$ cat src/rtl/leaf_out_arbiter.sv
// Leaf egress arbiter: merges NUM_OUT_PORTS ap_vld/ap_ack streams into one BFT packet stream
// with an in-band programmed destination table, per-channel credits and sequence addresses.
// Optional statistics outputs are enabled by defining LEAF_OUT_ARB_STATS_EN.
module leaf_out_arbiter #(
    parameter int PAYLOAD_BITS  = 32,
    parameter int NUM_LEAF_BITS = 4,
    parameter int NUM_PORT_BITS = 4,
    parameter int NUM_ADDR_BITS = 7,
    parameter int NUM_OUT_PORTS = 4,
    parameter int PACKET_BITS   = PAYLOAD_BITS + NUM_LEAF_BITS + NUM_PORT_BITS + NUM_ADDR_BITS + 2
) (
    input  logic                                  clk,
    input  logic                                  reset,
    input  logic [NUM_OUT_PORTS*PAYLOAD_BITS-1:0] din_user,
    input  logic [NUM_OUT_PORTS-1:0]              vld_user,
    output logic [NUM_OUT_PORTS-1:0]              ack_user,
    input  logic [PACKET_BITS-1:0]                din_cfg,
    output logic [PACKET_BITS-1:0]                dout_bft,
    input  logic                                  bft_ready
`ifdef LEAF_OUT_ARB_STATS_EN
    ,
    output logic [31:0]                           stat_pkt_cnt,
    output logic [31:0]                           stat_block_cnt
`endif
);

    localparam int IDX_W     = (NUM_OUT_PORTS > 1) ? $clog2(NUM_OUT_PORTS) : 1;
    localparam int CW        = NUM_ADDR_BITS + 1;
    localparam int ADDR_LSB  = PAYLOAD_BITS;
    localparam int PORT_LSB  = ADDR_LSB + NUM_ADDR_BITS;
    localparam int VALID_BIT = PACKET_BITS - 1;
    localparam int CTRL_BIT  = PACKET_BITS - 2;
    localparam logic [CW-1:0] CREDIT_MAX = {1'b1, {NUM_ADDR_BITS{1'b0}}};

    logic [NUM_LEAF_BITS-1:0] leaf_q   [NUM_OUT_PORTS];
    logic [NUM_LEAF_BITS-1:0] leaf_d   [NUM_OUT_PORTS];
    logic [NUM_PORT_BITS-1:0] port_q   [NUM_OUT_PORTS];
    logic [NUM_PORT_BITS-1:0] port_d   [NUM_OUT_PORTS];
    logic [NUM_ADDR_BITS-1:0] seq_q    [NUM_OUT_PORTS];
    logic [NUM_ADDR_BITS-1:0] seq_d    [NUM_OUT_PORTS];
    logic [CW-1:0]            credit_q [NUM_OUT_PORTS];
    logic [CW-1:0]            credit_d [NUM_OUT_PORTS];
    logic [NUM_OUT_PORTS-1:0] cfgd_q, cfgd_d;
    logic [IDX_W-1:0]         last_q, last_d;
    logic [PACKET_BITS-1:0]   dout_q, dout_d;

    logic [NUM_OUT_PORTS-1:0] elig;
    logic                     any_elig;
    logic                     found;
    logic                     slot_free;
    logic [IDX_W-1:0]         grant;
    logic [PAYLOAD_BITS-1:0]  send_payload;
    logic [PACKET_BITS-1:0]   send_pkt;
    logic                     cfg_hit;
    logic                     cfg_is_credit;
    logic [NUM_PORT_BITS-1:0] cfg_chan;
    logic [CW-1:0]            cfg_amount;
    logic [CW:0]              credit_sum;
    logic                     cfg_unused;

    assign cfg_hit       = din_cfg[VALID_BIT] & din_cfg[CTRL_BIT];
    assign cfg_is_credit = din_cfg[PAYLOAD_BITS-1];
    assign cfg_chan      = din_cfg[PORT_LSB +: NUM_PORT_BITS];
    assign cfg_amount    = din_cfg[NUM_ADDR_BITS:0];
    assign cfg_unused    = ^din_cfg;
    assign dout_bft      = dout_q;

    // Round-robin: first eligible channel above last_q, otherwise wrap to the lowest eligible.
    always_comb begin
        slot_free = ~dout_q[VALID_BIT] | bft_ready;
        for (int unsigned c = 0; c < NUM_OUT_PORTS; c++) begin
            elig[c] = vld_user[c] & cfgd_q[c] & (credit_q[c] != '0);
        end
        any_elig = |elig;
        found    = 1'b0;
        grant    = '0;
        for (int unsigned c = 0; c < NUM_OUT_PORTS; c++) begin
            if (!found && elig[c] && (IDX_W'(c) > last_q)) begin
                found = 1'b1;
                grant = IDX_W'(c);
            end
        end
        for (int unsigned c = 0; c < NUM_OUT_PORTS; c++) begin
            if (!found && elig[c]) begin
                found = 1'b1;
                grant = IDX_W'(c);
            end
        end
        send_payload = '0;
        for (int unsigned c = 0; c < NUM_OUT_PORTS; c++) begin
            if (grant == IDX_W'(c)) begin
                send_payload = din_user[c*PAYLOAD_BITS +: PAYLOAD_BITS];
            end
        end
        send_pkt = {1'b1, 1'b0, leaf_q[grant], port_q[grant], seq_q[grant], send_payload};
        ack_user = '0;
        if (slot_free && any_elig) begin
            ack_user[grant] = 1'b1;
        end
    end

    // Config is applied after the send so SET_DEST overrides and CREDIT adds to the decremented count.
    always_comb begin
        leaf_d     = leaf_q;
        port_d     = port_q;
        seq_d      = seq_q;
        credit_d   = credit_q;
        cfgd_d     = cfgd_q;
        last_d     = last_q;
        dout_d     = dout_q;
        credit_sum = '0;
        if (slot_free) begin
            if (any_elig) begin
                dout_d          = send_pkt;
                last_d          = grant;
                seq_d[grant]    = seq_q[grant] + 1'b1;
                credit_d[grant] = credit_q[grant] - 1'b1;
            end else begin
                dout_d[VALID_BIT] = 1'b0;
            end
        end
        if (cfg_hit) begin
            for (int unsigned c = 0; c < NUM_OUT_PORTS; c++) begin
                if (cfg_chan == NUM_PORT_BITS'(c)) begin
                    if (cfg_is_credit) begin
                        credit_sum  = {1'b0, credit_d[c]} + {1'b0, cfg_amount};
                        credit_d[c] = (credit_sum > {1'b0, CREDIT_MAX}) ? CREDIT_MAX
                                                                         : credit_sum[CW-1:0];
                    end else begin
                        leaf_d[c]   = din_cfg[NUM_PORT_BITS +: NUM_LEAF_BITS];
                        port_d[c]   = din_cfg[NUM_PORT_BITS-1:0];
                        cfgd_d[c]   = 1'b1;
                        seq_d[c]    = '0;
                        credit_d[c] = CREDIT_MAX;
                    end
                end
            end
        end
    end

    always_ff @(posedge clk or negedge reset) begin
        if (!reset) begin
            dout_q <= '0;
            last_q <= IDX_W'(NUM_OUT_PORTS - 1);
            cfgd_q <= '0;
            for (int unsigned c = 0; c < NUM_OUT_PORTS; c++) begin
                leaf_q[c]   <= '0;
                port_q[c]   <= '0;
                seq_q[c]    <= '0;
                credit_q[c] <= CREDIT_MAX;
            end
        end else begin
            dout_q   <= dout_d;
            last_q   <= last_d;
            cfgd_q   <= cfgd_d;
            leaf_q   <= leaf_d;
            port_q   <= port_d;
            seq_q    <= seq_d;
            credit_q <= credit_d;
        end
    end

`ifdef LEAF_OUT_ARB_STATS_EN
    logic [31:0] stat_pkt_q, stat_pkt_d;
    logic [31:0] stat_block_q, stat_block_d;
    logic        blocked;

    always_comb begin
        blocked = 1'b0;
        for (int unsigned c = 0; c < NUM_OUT_PORTS; c++) begin
            if (vld_user[c] && cfgd_q[c] && (credit_q[c] == '0)) begin
                blocked = 1'b1;
            end
        end
        stat_pkt_d   = stat_pkt_q + {31'd0, dout_q[VALID_BIT] & bft_ready};
        stat_block_d = stat_block_q + {31'd0, blocked};
    end

    always_ff @(posedge clk or negedge reset) begin
        if (!reset) begin
            stat_pkt_q   <= '0;
            stat_block_q <= '0;
        end else begin
            stat_pkt_q   <= stat_pkt_d;
            stat_block_q <= stat_block_d;
        end
    end

    assign stat_pkt_cnt   = stat_pkt_q;
    assign stat_block_cnt = stat_block_q;
`endif

endmodule

$ cat config.mk
export PLATFORM = sky130hd
export DESIGN_NAME = leaf_out_arbiter
export DESIGN_NICKNAME = d
export VERILOG_FILES = /design/src/rtl/leaf_out_arbiter.sv
export SDC_FILE = /design/constraint.sdc
export NUM_CORES = 1
export LEC_CHECK = 0
export ABC_AREA = 1
export CELL_PAD_IN_SITES_DETAIL_PLACEMENT = 0
export CELL_PAD_IN_SITES_GLOBAL_PLACEMENT = 1
export CORE_MARGIN = 5
export CORE_UTILIZATION = 31
export CTS_BUF_LIST = sky130_fd_sc_hd__clkbuf_4
export DETAILED_ROUTE_END_ITERATION = 8
export PLACE_DENSITY = 0.78
export SETUP_SLACK_MARGIN = 0.2
export SKIP_CTS_REPAIR_TIMING = 1
export SLEW_MARGIN = 20
export SYNTH_ARGS = -nofsm -noshare
export SYNTH_HDL_FRONTEND = slang
export SYNTH_SLANG_ARGS = --single-unit
$ cat constraint.sdc
create_clock -name clk -period 4.45 [get_ports clk]
set_input_delay 0.6675 -clock clk [delete_from_list [all_inputs] [get_ports clk]]
set_output_delay 0.6675 -clock clk [all_outputs]
set_load 0.01 [all_outputs]
==> results of run 1 <==
[cell usage after synthesis, types with 3 or more instances]
library cell	number
a22o_1	25
a22oi_1	12
buf_2	15
nand2_2	13
nor4_1	4
o21ai_1	3
o22ai_1	7
o21bai_1	9
o21ai_0	95
clkbuf_1	24
and2_1	13
or2_2	15
nor2_4	6
inv_1	123
a41oi_1	3
xnor2_1	6
nand2_4	4
a21oi_1	83
nor2_1	93
nor3_1	5
xor2_1	20
a31oi_1	33
dfrtp_1	140
fa_1	4
nand4_1	9
buf_1	3
nand3_2	9
inv_2	8
dfstp_2	6
nor2_2	6
o221ai_1	3
clkinv_1	6
nor2_8	3
ha_1	36
nand3_1	78
a21boi_0	4
nand2_1	273
[cell families after synthesis]
kind of cell	Yosys count	synth area share [%]
simple gates	534	26.2
other cells	1	0.0400
fa+ha+maj	40	5.66
buf+inv	185	7.99
xor+xnor	27	2.72
compound gates	287	18.3
flops	146	39.1
[power breakdown]
group          switching (mW)  internal [mW]  total, mW
Combinational            3.84           3.51       7.35
Clock                   0.564          0.243      0.806
Sequential              0.300           1.88       2.18
Total                    4.70           5.64       10.3
[layout by cell type, fill, tap and decap left out, types with 13 or more instances in the layout]
cell type | synthesis | layout
a21oi_1 | 83 | 65
a21oi_2 | 0 | 17
a22o_1 | 25 | 25
a31oi_1 | 33 | 33
buf_4 | 2 | 148
buf_6 | 2 | 18
clkbuf_4 | 0 | 18
clkdlybuf4s50_1 | 0 | 200
dfrtp_1 | 140 | 140
ha_1 | 36 | 19
ha_4 | 0 | 15
inv_1 | 123 | 117
nand2_1 | 273 | 240
nand2_2 | 13 | 39
nand3_1 | 78 | 56
nand3_2 | 9 | 30
nor2_1 | 93 | 87
o21ai_0 | 95 | 69
o21ai_2 | 2 | 16
xor2_1 | 20 | 13
[registers in the layout (all words and copies together), names as in the netlist]
register,flops
cfgd_q,4
seq_q,28
leaf_q,16
dout_bft,48
port_q,16
credit_q,32
last_q,2
[layer usage]
layer / vias to the layer above / track usage [%] / wire length, um
met3: 34 / 3.62 / 2230
met4: 0 / 4.70 / 740
met2: 315 / 31.5 / 16400
met5: - / 0 / 0
li1: 4745 / - / -
met1: 4587 / 24.9 / 14800
[worst max-delay path by stage]
stage               slack [ns]                    from  cells after the start                      to
floorplan                 0.25             vld_user[3]                     26  credit_q[20]$_DFF_PN0_
global placement         -0.51             vld_user[1]                     28   credit_q[1]$_DFF_PN0_
detailed placement       -0.66             vld_user[1]                     25  credit_q[24]$_DFF_PN0_
CTS                      -0.20   credit_q[7]$_DFF_PN1_                     26  credit_q[24]$_DFF_PN0_
global route             -0.12   credit_q[1]$_DFF_PN0_                     29  credit_q[17]$_DFF_PN0_
finish                    0.11  credit_q[15]$_DFF_PN1_                     30  credit_q[17]$_DFF_PN0_
[critical path, delay by kind of cell, from the launching register on]
| kind | cells | cell delay [ns] |
|---|---|---|
| DFF | 1 | 0.58 |
| xor gates and xnor gates | 1 | 0.22 |
| AOI/OAI and AO/OA | 9 | 1.18 |
| and+or+nand+nor | 13 | 1.23 |
| buffers and inverters | 5 | 0.42 |
| adders and majority gates | 2 | 0.53 |
[cell type report]
cell class | count | share of cell area (%)
multi-input combinational | 889 | 41.6
sequential | 146 | 25.7
timing repair buffer | 369 | 23.7
inverter | 138 | 3.69
tap | 390 | 3.43
clock buffer | 18 | 0.950
clock inverter | 14 | 0.827
antenna | 1 | 0.0176
==> impl_results.md, run 1 <==
- Fmax: 0.230 GHz
- Clock-pin slew on the worst setup and hold paths: 0.15 ns
- Crit path DAT: 4.76 ns
- Hold Vio Cnt, Final: 0
- Via count: 9681
- Async S/R FF share, synth: 100%
- Post-synth top area cell: dfrtp_1
- Core ar.: 0.0297 mm2
- Crit Reg-Reg Endpoint: credit_q[17]$_DFF_PN0_
- Cells after Synth: 1220
- Clock Sinks: 146
- Non-filler instance count after layout: 1965
- Max rail drop VDD: 0.456 mV
- Area of the mapped netlist: 0.00937 mm2
- Setup TNS: 0 ns
- Initial DRC Count: 489
- Max stage delay cell, worst path: dfstp_2
- Gr ovfl total: 0
- Gpl congestion: 0.882
- CP required: 4.86 ns
- Detailed placer's ending HPWL: 25.3 mm
- Register area share after synthesis: 39.1%
- Synth top area cells: dfrtp_1 37%, nand2_1 11%, o21ai_0 5.1%
- CTS max path bufs: 2
- Starting Density: 31.5%
- Power per cell area: 727 mW/mm2
- Number of distinct library cells after synthesis: 54
- PnR Total Power: 10.3 mW
- Worst R2R Path Depth: 30
- Post-DP Area: 0.0127 mm2
- Initial antenna violation count: 1
- Fin crit period: 4.34 ns
- Worst rel slew slack: 38.8%
- Post-synth EDFFs: 0
- Antenna viol nets, final: 0
- CP max FO: 6
- Die area: 0.0338 mm2
- Final WS setup: 0.105 ns
- Vias in the first global route: 9178
- Final core area utilization: 47.9%
- Clk_lat worst skew: 0.56 ns
- Main flop type after synthesis: dfrtp_1
- Global Route Usage Sum: 18.7%
- RSZ-0062 raised after global routing: true
- TritonRoute pass-1 iters: 5
- Max Cap Viol: 0
- Worst R2R Start: credit_q[15]$_DFF_PN1_
- Inst Count DP: 1899
- Pleak: 6.44 nW
- Area of the multi-input gates: 0.00592 mm2
- Fin. max-slew vios: 0
- Total CTS buffers: 17
- Yosys warns: 0
- Worst setup SP type: register
- Hold WC Path Type: input pin to asynchronous set/reset pin
- Worst hold margin: 0.177 ns
- Setup CP Type: register to register
- Register Area: 0.00366 mm2
- Worst slew pin tran: 0.918 ns
- Final setup viols: 0
- Final instance area: 0.0142 mm2
- P&R area growth vs syn: 51.8%
- Number of synthesized register bits: 146
- Total wire length: 34.1 mm
- Crit path capture type: register
- Die height: 184 um
- Critical Path Max Stage Delay: 0.58 ns
- Outcome: finished clean
- Die Wd: 184 um
- Skew final: 0.0246 ns
- Synth top area share: 37.4%
- FILL cells: 2890
- Io pins: 237
- Synth Net Count: 1444
- Layout cell share with drive strength beyond 1: 27.8%
- Post-Place Worst Slack: -0.662 ns
- Crit share post-route: 97.6%
- PortBufs: 201
- Via-to-Cell Ratio: 4.93
- Nets@finish: 1785
- H-tree Lvls: 4
- Largest net degree at the start of global routing: 98
- Rows: 63
- Post-route DRC violation count: 0
- CTS tree: built
- First-pass GRT wire length: 49.7 mm
- Wire per inst: 17.4 um
- Register-to-register setup slack: 0.11 ns
- Synth Area per Inst: 7.68 um2
- Root buf cell: clkbuf_4
(Power assumes the default switching activity.)
==> run 2: changes to the inputs <==
--- a/config.mk
+++ b/config.mk
@@ -12,7 +12,7 @@
 export CORE_UTILIZATION = 31
 export CTS_BUF_LIST = sky130_fd_sc_hd__clkbuf_4
 export DETAILED_ROUTE_END_ITERATION = 8
-export PLACE_DENSITY = 0.78
+export PLACE_DENSITY_LB_ADDON = 0.1
 export SETUP_SLACK_MARGIN = 0.2
 export SKIP_CTS_REPAIR_TIMING = 1
 export SLEW_MARGIN = 20
==> run 2 against run 1 <==
Compared with the run above: cell count is 0.56% higher; setup slack better by 0.14 ns; first-iteration DRC count up 9.4%; register-to-register slack gained 0.14 ns; critical path type unchanged; maximum frequency grew 3.3%; global-route usage is 1.9 points higher; sequential power about the same; die area did not move; combinational power is 6.8% lower; largest cell class unchanged.
==> impl_results.md, run 2 (synthesis gave the netlist of run 1 again) <==
- Gr ovfl total: 0
- TritonRoute pass-1 iters: 6
- Commonest non-fill, non-tap cells in the layout: 249 x nand2_1, 199 x clkdlybuf4s50_1, 168 x buf_4
- Via-to-Cell Ratio: 4.82
- Cell Int Power: 5.39 mW
- CTS tree: built
- Pleak: 6.44 nW
- Via count: 9516
- Worst rel slew slack: 48.5%
- Post-DP Area: 0.0129 mm2
- Number of flip-flops in the largest register: 48
- Skew final: 0.0303 ns
- Final setup viols: 0
- CP required: 4.95 ns
- Nets@finish: 1795
- Wire per inst: 17.8 um
- Fmax: 0.238 GHz
- PnR Total Power: 9.86 mW
- Total CTS buffers: 17
- Max rail drop VDD: 0.383 mV
- Gpl congestion: 0.904
- Antenna viol nets, final: 0
- Power per cell area: 706 mW/mm2
- Die height: 184 um
- Setup CP Type: register to register
- Rows: 63
- Starting Density: 31.5%
- Clk_lat worst skew: 0.57 ns
- Clock Sinks: 146
- Vias in the first global route: 9371
- Fin. max-slew vios: 0
- RSZ-0062 raised after global routing: true
- Max stage delay cell, worst path: dfstp_2
- Hold Vio Cnt, Final: 0
- Initial antenna violation count: 2
- Worst R2R Path Depth: 28
- Global Route Usage Sum: 20.6%
- Die Wd: 184 um
- Worst path most repeated cell: nand2_1
- Commonest non-fill, non-tap cell in the layout: nand2_1
- Io pins: 237
- P&R area growth vs syn: 49.1%
- CP max FO: 6
- Final core area utilization: 47.0%
- Gate power share: 69.4%
- Crit path capture type: register
- Fin crit period: 4.20 ns
- Register-to-register setup slack: 0.25 ns
- First-pass GRT wire length: 54.1 mm
- Die area: 0.0338 mm2
- Final instance area: 0.0140 mm2
- FILL cells: 2992
- Total wire length: 35.1 mm
- Final WS setup: 0.246 ns
- Initial DRC Count: 535
- CTS max path bufs: 2
- Net Switching: 4.48 mW
- Critical Path Max Stage Delay: 0.57 ns
- Max Cap Viol: 0
- Hold WC Path Type: input pin to asynchronous set/reset pin
- H-tree Lvls: 4
- PortBufs: 201
- Core ar.: 0.0297 mm2
- Worst setup SP type: register
- Root buf cell: clkbuf_4
- Switch share: 45.4%
- Worst slew pin tran: 0.772 ns
- Layout cell share with drive strength beyond 1: 25.4%
- Crit path DAT: 4.71 ns
- Largest net degree at the start of global routing: 76
- Setup TNS: 0 ns
- Crit Reg-Reg Endpoint: credit_q[20]$_DFF_PN0_
- Post-route DRC violation count: 0
- Outcome: finished clean
- Crit share post-route: 94.5%
- Worst R2R Start: credit_q[23]$_DFF_PN1_
- Clock share of power: 8.8%
- Clock-pin slew on the worst setup and hold paths: 0.14 ns
- Post-Place Worst Slack: -0.556 ns
- Detailed placer's ending HPWL: 26.7 mm
- Reg power frac: 21.8%
==> run 2: cell types whose count changed in the layout (fill, tap and decap cells not counted), sizes merged <==
cell           previous run  this run
dlymetal6s2s              0         1
diode                     1         2
clkbuf                   18        17
clkinvlp                  4         2
clkdlybuf4s50           200       199
clkinv                   11        13
buf                     169       179
bufinv                    0         1
==> run 2: power by group through the flow <==
stage / registers, mW / clock network, mW / logic, mW
global route: 2.22 / 0.955 / 7.56
global placement: 2.18 / 0 / 5.97
floorplan: 2.24 / 0 / 3.24
finish: 2.15 / 0.866 / 6.85
CTS: 2.16 / 0.895 / 6.05
detailed placement: 2.19 / 0 / 6.02
==> run 2: final cells by class <==
| cell class | instances | area [um2] | share of cell area, % |
|---|---|---|---|
| Multi-Input combinational cell | 889 | 5600 | 40.1 |
| Sequential cell | 146 | 3660 | 26.2 |
| Timing Repair Buffer | 379 | 3420 | 24.5 |
| Inverter | 138 | 519 | 3.72 |
| Tap cell | 390 | 488 | 3.49 |
| Clock inverter | 15 | 149 | 1.07 |
| Clock buffer | 17 | 128 | 0.914 |
| Antenna cell | 2 | 5.00 | 0.0358 |
==> run 2: per-stage QoR <==
stage	std cells	hold slack [ns]
2_1_floorplan	1220	0.372
3_3_place_gp	1926	0.453
3_5_place_dp	1926	0.454
4_1_cts	1958	0.113
5_1_grt	1976	0.105
6_report	1976	0.137
==> run 2: how the worst max path moves through the flow <==
stage                           startpoint                      to  slack [ns]  cells past startpoint
floorplan                      vld_user[3]  credit_q[20]$_DFF_PN0_        0.25                     26
global placement               vld_user[2]  credit_q[12]$_DFF_PN0_       -0.57                     29
detailed placement             vld_user[3]  credit_q[25]$_DFF_PN0_       -0.56                     26
CTS                 credit_q[15]$_DFF_PN1_  credit_q[14]$_DFF_PN0_       -0.10                     29
global route        credit_q[23]$_DFF_PN1_  credit_q[24]$_DFF_PN0_       -0.02                     27
finish              credit_q[23]$_DFF_PN1_  credit_q[20]$_DFF_PN0_        0.25                     28
==> run 2: critical path: cells and delay by family (launching register included) <==
family / cells / cell delay (ns)
fa+ha+maj: 2 / 0.51
compound gates: 2 / 0.29
flops: 1 / 0.57
simple gates: 18 / 1.92
xor+xnor: 2 / 0.42
buf+inv: 4 / 0.45
==> run 2: metal layers <==
layer  GRT usage [%]  vias to the layer above  part of all wire, %
li1                -                     4771                    -
met1            27.5                     4493                   46
met2            35.5                      226                   48
met3            3.13                       26                  4.6
met4            4.26                        0                  1.4
met5               0                        -                    0
